## src/rtl/uart_rx_byte_pkg.sv

```systemverilog
// Shared definitions for the 8N1 UART byte receiver: state encoding, frame constants
// and the bit-period calculation (returns 0 for rates too fast to oversample by 8).
package uart_rx_byte_pkg;

    typedef enum logic [2:0] {
        IDLE    = 3'd0,
        START   = 3'd1,
        DATA    = 3'd2,
        STOP    = 3'd3,
        WAIT_HI = 3'd4
    } state_t;

    localparam int   DATA_BITS  = 8;
    localparam logic STOP_LEVEL = 1'b1;

    function automatic int calc_clks_per_bit(input int clk_hz, input int baud);
        int cpb;
        cpb = clk_hz / baud;
        return (cpb >= 8) ? cpb : 0;
    endfunction

endpackage

```

## src/rtl/uart_rx_sync.sv

```systemverilog
// Two-flop synchronizer for an asynchronous level input; idles/resets high.
// Latency 2 cycles, no flow control.
module uart_rx_sync (
    input  logic clk,
    input  logic rst,
    input  logic d,
    output logic q
);
    logic meta_q, meta_d;
    logic sync_q, sync_d;

    always_comb begin
        meta_d = d;
        sync_d = meta_q;
    end

    always_ff @(posedge clk or posedge rst) begin
        if (rst) begin
            meta_q <= 1'b1;
            sync_q <= 1'b1;
        end else begin
            meta_q <= meta_d;
            sync_q <= sync_d;
        end
    end

    assign q = sync_q;
endmodule

```

## src/rtl/uart_rx_byte.sv

```systemverilog
// 8N1 UART receiver: one-cycle VALID per good frame, FERR per bad stop bit; no ready (sink never stalls).
// ~CLKS_PER_BIT*9.5+3 cycles from start edge to VALID; UART_RX_MAJORITY_EN enables 3-sample voting.
module uart_rx_byte #(
    parameter int CLK_HZ = 100000000,
    parameter int BAUD   = 1000000
) (
    input  logic       CLK,
    input  logic       RST,
    input  logic       RXD,
    output logic [7:0] DATA,
    output logic       VALID,
    output logic       FERR,
    output logic       BUSY
);
    import uart_rx_byte_pkg::*;

    localparam int CLKS_PER_BIT = uart_rx_byte_pkg::calc_clks_per_bit(CLK_HZ, BAUD);
    localparam int TW           = $clog2(CLKS_PER_BIT) + 1;

    generate
        if (CLKS_PER_BIT == 0) begin : g_bad_rate
            $error("uart_rx_byte: CLK_HZ/BAUD must be at least 8");
        end
    endgenerate

    localparam logic [TW-1:0] HALF_LOAD = TW'(CLKS_PER_BIT / 2 - 1);
    localparam logic [TW-1:0] BIT_LOAD  = TW'(CLKS_PER_BIT - 1);
    localparam logic [2:0]    LAST_BIT  = 3'(DATA_BITS - 1);

    logic rxs;
    logic sample;

    uart_rx_sync u_sync (
        .clk (CLK),
        .rst (RST),
        .d   (RXD),
        .q   (rxs)
    );

`ifdef UART_RX_MAJORITY_EN
    // Two past samples plus the current rxs form the three-sample voting window.
    logic [1:0] hist_q, hist_d;

    always_comb begin
        hist_d = {hist_q[0], rxs};
        sample = (rxs & hist_q[0]) | (rxs & hist_q[1]) | (hist_q[0] & hist_q[1]);
    end

    always_ff @(posedge CLK or posedge RST) begin
        if (RST) hist_q <= 2'b11;
        else     hist_q <= hist_d;
    end
`else
    assign sample = rxs;
`endif

    state_t        state_q, state_d;
    logic [TW-1:0] tick_q, tick_d;
    logic [2:0]    bitcnt_q, bitcnt_d;
    logic [7:0]    shreg_q, shreg_d;
    logic [7:0]    data_q, data_d;
    logic          valid_q, valid_d;
    logic          ferr_q, ferr_d;
    logic          expire;

    assign expire = (tick_q == '0);

    always_comb begin
        state_d  = state_q;
        tick_d   = expire ? tick_q : tick_q - TW'(1);
        bitcnt_d = bitcnt_q;
        shreg_d  = shreg_q;
        data_d   = data_q;
        valid_d  = 1'b0;
        ferr_d   = 1'b0;
        case (state_q)
            IDLE: begin
                if (!rxs) begin
                    state_d = START;
                    tick_d  = HALF_LOAD;
                end
            end
            START: begin
                if (expire) begin
                    if (!sample) begin
                        state_d  = uart_rx_byte_pkg::DATA;
                        tick_d   = BIT_LOAD;
                        bitcnt_d = 3'd0;
                    end else begin
                        state_d = IDLE;
                    end
                end
            end
            uart_rx_byte_pkg::DATA: begin
                if (expire) begin
                    shreg_d  = {sample, shreg_q[7:1]};
                    bitcnt_d = bitcnt_q + 3'd1;
                    tick_d   = BIT_LOAD;
                    if (bitcnt_q == LAST_BIT) state_d = STOP;
                end
            end
            STOP: begin
                // Leaving at mid-stop-bit gives half a bit of slack for the next start edge.
                if (expire) begin
                    if (sample == STOP_LEVEL) begin
                        data_d  = shreg_q;
                        valid_d = 1'b1;
                        state_d = IDLE;
                    end else begin
                        ferr_d  = 1'b1;
                        state_d = WAIT_HI;
                    end
                end
            end
            WAIT_HI: begin
                if (rxs) state_d = IDLE;
            end
            default: state_d = IDLE;
        endcase
    end

    always_ff @(posedge CLK or posedge RST) begin
        if (RST) begin
            state_q  <= IDLE;
            tick_q   <= '0;
            bitcnt_q <= 3'd0;
            shreg_q  <= 8'd0;
            data_q   <= 8'd0;
            valid_q  <= 1'b0;
            ferr_q   <= 1'b0;
        end else begin
            state_q  <= state_d;
            tick_q   <= tick_d;
            bitcnt_q <= bitcnt_d;
            shreg_q  <= shreg_d;
            data_q   <= data_d;
            valid_q  <= valid_d;
            ferr_q   <= ferr_d;
        end
    end

    assign DATA  = data_q;
    assign VALID = valid_q;
    assign FERR  = ferr_q;
    assign BUSY  = (state_q != IDLE);
endmodule

```

## config.mk

```make
export PLATFORM = sky130hd
export DESIGN_NAME = uart_rx_byte
export DESIGN_NICKNAME = d
export VERILOG_FILES = /design/src/rtl/uart_rx_byte_pkg.sv /design/src/rtl/uart_rx_sync.sv /design/src/rtl/uart_rx_byte.sv
export SDC_FILE = /design/constraint.sdc
export NUM_CORES = 1
export LEC_CHECK = 0
export CORE_MARGIN = 1
export CORE_UTILIZATION = 35
export CTS_CLUSTER_DIAMETER = 150
export DETAILED_ROUTE_END_ITERATION = 8
export DONT_BUFFER_PORTS = 1
export GPL_ROUTABILITY_DRIVEN = 0
export PLACE_DENSITY = 0.48
export SYNTH_ARGS = -nofsm -noshare
export SYNTH_HDL_FRONTEND = slang
export SYNTH_HIERARCHICAL = 1
export SYNTH_SLANG_ARGS = --single-unit
export TNS_END_PERCENT = 20
```

## constraint.sdc

```tcl
create_clock -name CLK -period 2.5 [get_ports CLK]
set_input_delay 0.5 -clock CLK [delete_from_list [all_inputs] [get_ports CLK]]
set_output_delay 0.5 -clock CLK [all_outputs]
set_load 0.1 [all_outputs]
```

==> results of run 1 <==
==> final cells by class <==
class                      count  area, µm²
multi-input combinational     82      646.9
timing repair buffer           4      30.03
tap                           50      62.56
fill                         413       2380
clock inverter                 3      68.82
sequential                    34      853.3
inverter                       9      33.78
clock buffer                   5      68.82
==> worst max path at each step <==
stage / endpoint / startpoint / slack (ns) / depth (start not counted)
final: tick_q[0] / tick_q[0] / 0.33 / 8
after global routing: tick_q[0] / tick_q[0] / 0.21 / 8
after CTS: tick_q[0] / tick_q[0] / 0.35 / 8
after detailed placement: tick_q[0] / tick_q[0] / 0.37 / 8
after global placement: tick_q[0] / tick_q[0] / 0.44 / 8
after floorplan: BUSY / state_q[1] / 0.60 / 3
==> cell families (layout without fill, tap and decap cells) <==
kind of cell	Yosys count	in the layout	synth area share, %
adder cells (fa/ha/maj)	5	5	3.984
flip-flops	34	34	54.34
multiplexers	18	18	12.83
AO/OA/AOI/OAI	24	24	10.12
buffers and inverters	15	21	4.462
AND/OR/NAND/NOR	32	32	12.59
XOR/XNOR	3	3	1.674
==> cells in the mapped netlist, types with 2 or more instances <==
library cell and number:
dfrtp_1 32, mux2_2 17, nor2_1 10, inv_1 9
a21oi_1 7, nand2_1 6, ha_1 5, a31oi_1 3
nor2b_1 3, a22o_1 2, buf_2 2, clkbuf_1 2
dfstp_2 2, nand3_1 2, nor3_1 2, nor3b_1 2
nor4_1 2, o21a_1 2, o21ai_0 2, xnor2_1 2
==> worst max-delay path: stages (launching register included) <==
cell and delay [ns]:
dfrtp_1 0.41, inv_1 0.11, ha_1 0.17, nor3b_1 0.33
and2_4 0.31, inv_1 0.12, ha_1 0.30, nor3b_1 0.21
o41ai_1 0.09
==> registers in the layout (all words and copies together), names as in the netlist <==
name           count
u_sync/q           1
FERR               1
bitcnt_q           3
state_q            3
DATA               8
VALID              1
tick_q             8
u_sync/meta_q      1
shreg_q            8
==> report_power, final <==
| group | internal [mW] | total [mW] | switching (mW) |
|---|---|---|---|
| clock network | 0.399 | 0.602 | 0.202 |
| logic | 0.00221 | 0.0151 | 0.0129 |
| registers | 0.553 | 0.555 | 0.00259 |
| total | 0.954 | 1.17 | 0.218 |
==> per-layer routing <==
| metal | part of all wire [%] | vias up |
|---|---|---|
| met5 | 0 | - |
| met4 | 1.8 | 0 |
| met3 | 3.5 | 7 |
| met2 | 44 | 17 |
| met1 | 51 | 473 |
| li1 | - | 474 |
==> run metrics, run 1 <==
outcome=complete, no violations; fin crit share=86.82%; total congestion overflow=0; synth top area cells=dfrtp_1, mux2_2, ha_1; Final Skew=0.008610 ns; placed instance area=1627 µm²; Skew-Pair Late Insertion Delay=0.28 ns; clk sinks=34; most frequent cells in the layout=dfrtp_1, mux2_2, nor2_1, inv_1, a21oi_1; clock-pin slew on the worst setup and hold paths=roughly 0.07 ns; post-synthesis async set-or-reset flop share=100.0%; WP data arrival=2.33 ns; # diodes=0; setup slack, reg-to-reg=about 0.33 ns; # hold bufs at CTS=0; sequential fraction of the synthesis area=between 50% and 60%; Max FO, Critical Path=13; Worst R2R Start=tick_q[0]; vias in the first global route=859; syn_area_per_cell=11.99 µm²; dpl hpwl=around 1.8 mm; number of vias per cell=5.193; final hold viol count=0; gr busiest metal=met1; DRT iter0 DRCs=49; clock buffer count from CTS=5; syn_nets=139; global-route wire length before repair=around 4.3 mm; worst hold path class=in -> async; Initial Utilization=37.89%; final wirelength=2.664 mm; Synth top area share=approximately half; Pleak=slightly below 0.9 nW; Die Span Y=slightly below 70 µm; Root Buffer=clkbuf_8; DIE AREA=4758 µm²; cell count after synthesis=131; core region area=4144 µm²; H-tree levels=2; reg2reg end=tick_q[0]; PnR worst setup slack=0.3296 ns; unrepaired setup endpoints after global routing=no; CTS max path bufs=2; Post-CTS Setup Bufs=0; P&R area growth vs syn=12.35%; endpoint class of the critical path=flip-flop; IO Pins=14; maximum VDD drop=0.5372 mV; Peak Freq=~460 MHz; share of layout cells above drive strength 1=25.55%; Nets=144; M3 GR Usage=3.947%; worst-margin pin slew=0.8968 ns; critical path class=reg -> reg; Synthesis Warnings=6; DR DRC count=0; post-route non-filler standard cell count=187; Util after Layout=42.57%; setup slack at placement=between 0.3 and 0.4 ns; Final setup viols=0; IO Port Bufs=0; antenna violations before repair=0; synthesized area=1570 µm²; maxcap violations=0; top_reg_cell synth=dfrtp_1; final setup TNS=0 ns; synth unique cells=37; largest net degree at the start of global routing=33; most common cell after layout, fill and taps aside=dfrtp_1; worst path required time=2.66 ns; WL per Instance=14.25 µm; CTS tree=built; Total GRT Usage=between 10% and 20%; reg2reg path depth=8; number of synthesized flops with an enable pin=0; DRT Pass-1 Iters=4; Hold WS=0.1281 ns; dpl cells=179; total power=1.172 mW; Final ANT Viol Nets=0; via count=971; fin crit period=2.170 ns; # rows=23; Yosys reg bits=34; Slew Viols, Final=0; GR Layer Usage met1=18.11%; post-CTS sizing=0; leading area contributor after synthesis=dfrtp_1; finished layout cell area=1764 µm²; PwrDens=664.5 nW/µm²; chip width=68.98 µm; Slew HR=40.21%; GR Util met2=17.35%; Worst setup SP type=flip-flop
Power figures use the tool's default switching activity.
==> inputs of run 2 (changes only) <==
CORE_UTILIZATION = 50   (was 35)
MAX_ROUTING_LAYER = met4   (was unset)
PLACE_DENSITY = 0.64   (was 0.48)
==> run 2 against run 1 <==
Net effect: the run now ends with DRC left; sequential power is essentially flat; flip-flop and latch count is the same; routed wire length shrank 3.4%; cell count shrank 4.8%; worst hold slack lost 0.062 ns; cell area shrank 5.4%; register-to-register slack lost 0.05 ns; utilization grew 15 points; critical path type unchanged; critical endpoint unchanged; highest routed layer unchanged.
==> run metrics, run 2 (synthesized netlist as in run 1, its figures left out) <==
fin crit period=2.218 ns (was 2.170 ns); DR DRC count=1 (was 0); post-CTS sizing=0 (unchanged); placed instance area=1609 µm² (was 1627 µm²); max incr delay on CP=0.42 ns (was 0.41 ns); endpoint class of the critical path=flip-flop (unchanged); final hold viol count=0 (unchanged); critical path launch point=tick_q[0] (unchanged); reg2reg path depth=8 (unchanged); Final ANT Viol Nets=0 (unchanged); slowest CP cell=dfrtp_1 (unchanged); antenna violations before repair=0 (unchanged); core region area=2877 µm² (was 4144 µm²); finished layout cell area=1669 µm² (was 1764 µm²); share of layout cells above drive strength 1=24.26% (was 25.55%); IO Pins=14 (unchanged); P&R area growth vs syn=6.295% (was 12.35%); dpl hpwl=1.795 mm (was 1.805 mm); # hold bufs at CTS=0 (unchanged); worst-path cell chain=inv_1 > ha_1 > nor3b_1 > and2_4 > inv_1 > ha_1 > nor3b_1 > o41ai_1 (unchanged); Worst R2R Start=tick_q[0] (unchanged); Skew-Pair Late Insertion Delay=0.33 ns (was 0.28 ns); DIE AREA=3369 µm² (was 4758 µm²); worst path required time=2.71 ns (was 2.66 ns); Final Skew=0.01249 ns (was 0.008610 ns); largest net degree at the start of global routing=33 (unchanged); Nets=143 (was 144); H-tree levels=2 (unchanged); setup slack, reg-to-reg=0.28 ns (was 0.33 ns); failing checks=DRC; Initial Utilization=54.59% (was 37.89%); Total GRT Usage=18.33% (was 12.89%); CTS tree=built (unchanged); critical path class=reg -> reg (unchanged); Slew Viols, Final=0 (unchanged); global-route wire length before repair=4.388 mm (was 4.312 mm); Post-CTS Setup Bufs=0 (unchanged); IO Port Bufs=0 (unchanged); unrepaired setup endpoints after global routing=no (unchanged); worst-margin pin slew=0.8950 ns (was 0.8968 ns); via count=975 (was 971); CTS max path bufs=2 (unchanged); DRT Pass-1 Iters=6 (was 4); maxcap violations=0 (unchanged); outcome=finished with violations (was complete, no violations); vias in the first global route=998 (was 859); WP data arrival=2.43 ns (was 2.33 ns); most common cell after layout, fill and taps aside=dfrtp_1 (unchanged); clock-pin slew on the worst setup and hold paths=0.10 ns (was 0.07 ns); final wirelength=2.574 mm (was 2.664 mm); # rows=19 (was 23); PwrDens=528.1 nW/µm² (was 664.5 nW/µm²); DRT iter0 DRCs=25 (was 49); WL per Instance=14.46 µm (was 14.25 µm); final setup TNS=0 ns (unchanged); total power=0.8815 mW (was 1.172 mW); post-route non-filler standard cell count=178 (was 187); Die Span Y=58.04 µm (was 68.98 µm); Slew HR=40.33% (was 40.21%); Root Buffer=clkbuf_4 (was clkbuf_8); maximum VDD drop=0.3237 mV (was 0.5372 mV); fin crit share=88.70% (was 86.82%); Worst setup SP type=flip-flop (unchanged); worst hold path class=in -> async (unchanged); number of vias per cell=5.478 (was 5.193); chip width=58.04 µm (was 68.98 µm); total congestion overflow=0 (unchanged); clk sinks=34 (unchanged); Final setup viols=0 (unchanged); Pleak=0.8257 nW (was 0.8642 nW); most frequent cells in the layout=dfrtp_1, mux2_2, nor2_1, inv_1, a21oi_1 (unchanged); Peak Freq=450.9 MHz (was 460.7 MHz); reg2reg end=tick_q[0] (unchanged); Util after Layout=58.03% (was 42.57%); Max FO, Critical Path=13 (unchanged); dpl cells=170 (was 179); # diodes=0 (unchanged); clock buffer count from CTS=5 (unchanged)
-- run 2: cell count changes in the layout (fill, tap and decap cells not counted) --
| cell | previous run | this run |
|---|---|---|
| clkinv_2 | 0 | 1 |
| bufinv_16 | 2 | 0 |
| buf_4 | 4 | 3 |
| clkbuf_8 | 5 | 1 |
| clkbuf_4 | 0 | 5 |
| clkbuf_1 | 0 | 1 |
| clkinv_4 | 1 | 0 |
-- run 2: final cells by class --
cell class / instances / area (µm²)
multi-input combinational: 82 / 646.9
clock inverter: 1 / 5.005
inverter: 9 / 33.78
fill: 238 / 1207
sequential: 34 / 853.3
timing repair buffer: 3 / 22.52
tap: 42 / 52.55
clock buffer: 7 / 55.05
-- run 2: worst max path at each step --
stage / endpoint / slack [ns] / cells after the start
4_1_cts: tick_q[0] / 0.30 / 8
3_5_place_dp: tick_q[0] / 0.34 / 8
2_1_floorplan: BUSY / 0.60 / 3
3_3_place_gp: tick_q[0] / 0.46 / 8
5_1_grt: tick_q[0] / 0.07 / 8
6_report: tick_q[0] / 0.28 / 8
-- run 2: worst max-delay path: cells and delay by family, from the launching register on --
family / cells / cell delay (ns)
fa+ha+maj: 2 / 0.49
buf+inv: 2 / 0.23
flops: 1 / 0.42
compound gates: 1 / 0.26
simple gates: 3 / 0.71
-- run 2: per-stage QoR --
stage	setup WS [ns]	hold slack (ns)
floorplan	0.5964	0.3452
global placement	0.4607	0.3488
detailed placement	0.3389	0.3521
CTS	0.2975	0.05201
global route	0.07080	0.05540
finish	0.2824	0.06583
-- run 2: per-layer routing --
layer / vias up / part of all wire (%) / track usage [%]
met3: 8 / 3.3 / 4.688
met1: 477 / 46 / 23.12
met5: - / 0 / -
met2: 16 / 49 / 26.93
met4: 0 / 2.1 / 10.20
li1: 474 / - / -
-- run 2: report_power, final --
group / switching (mW) / internal, mW
Combinational: 0.0122 / 0.00221
Sequential: 0.00255 / 0.553
Clock: 0.176 / 0.136
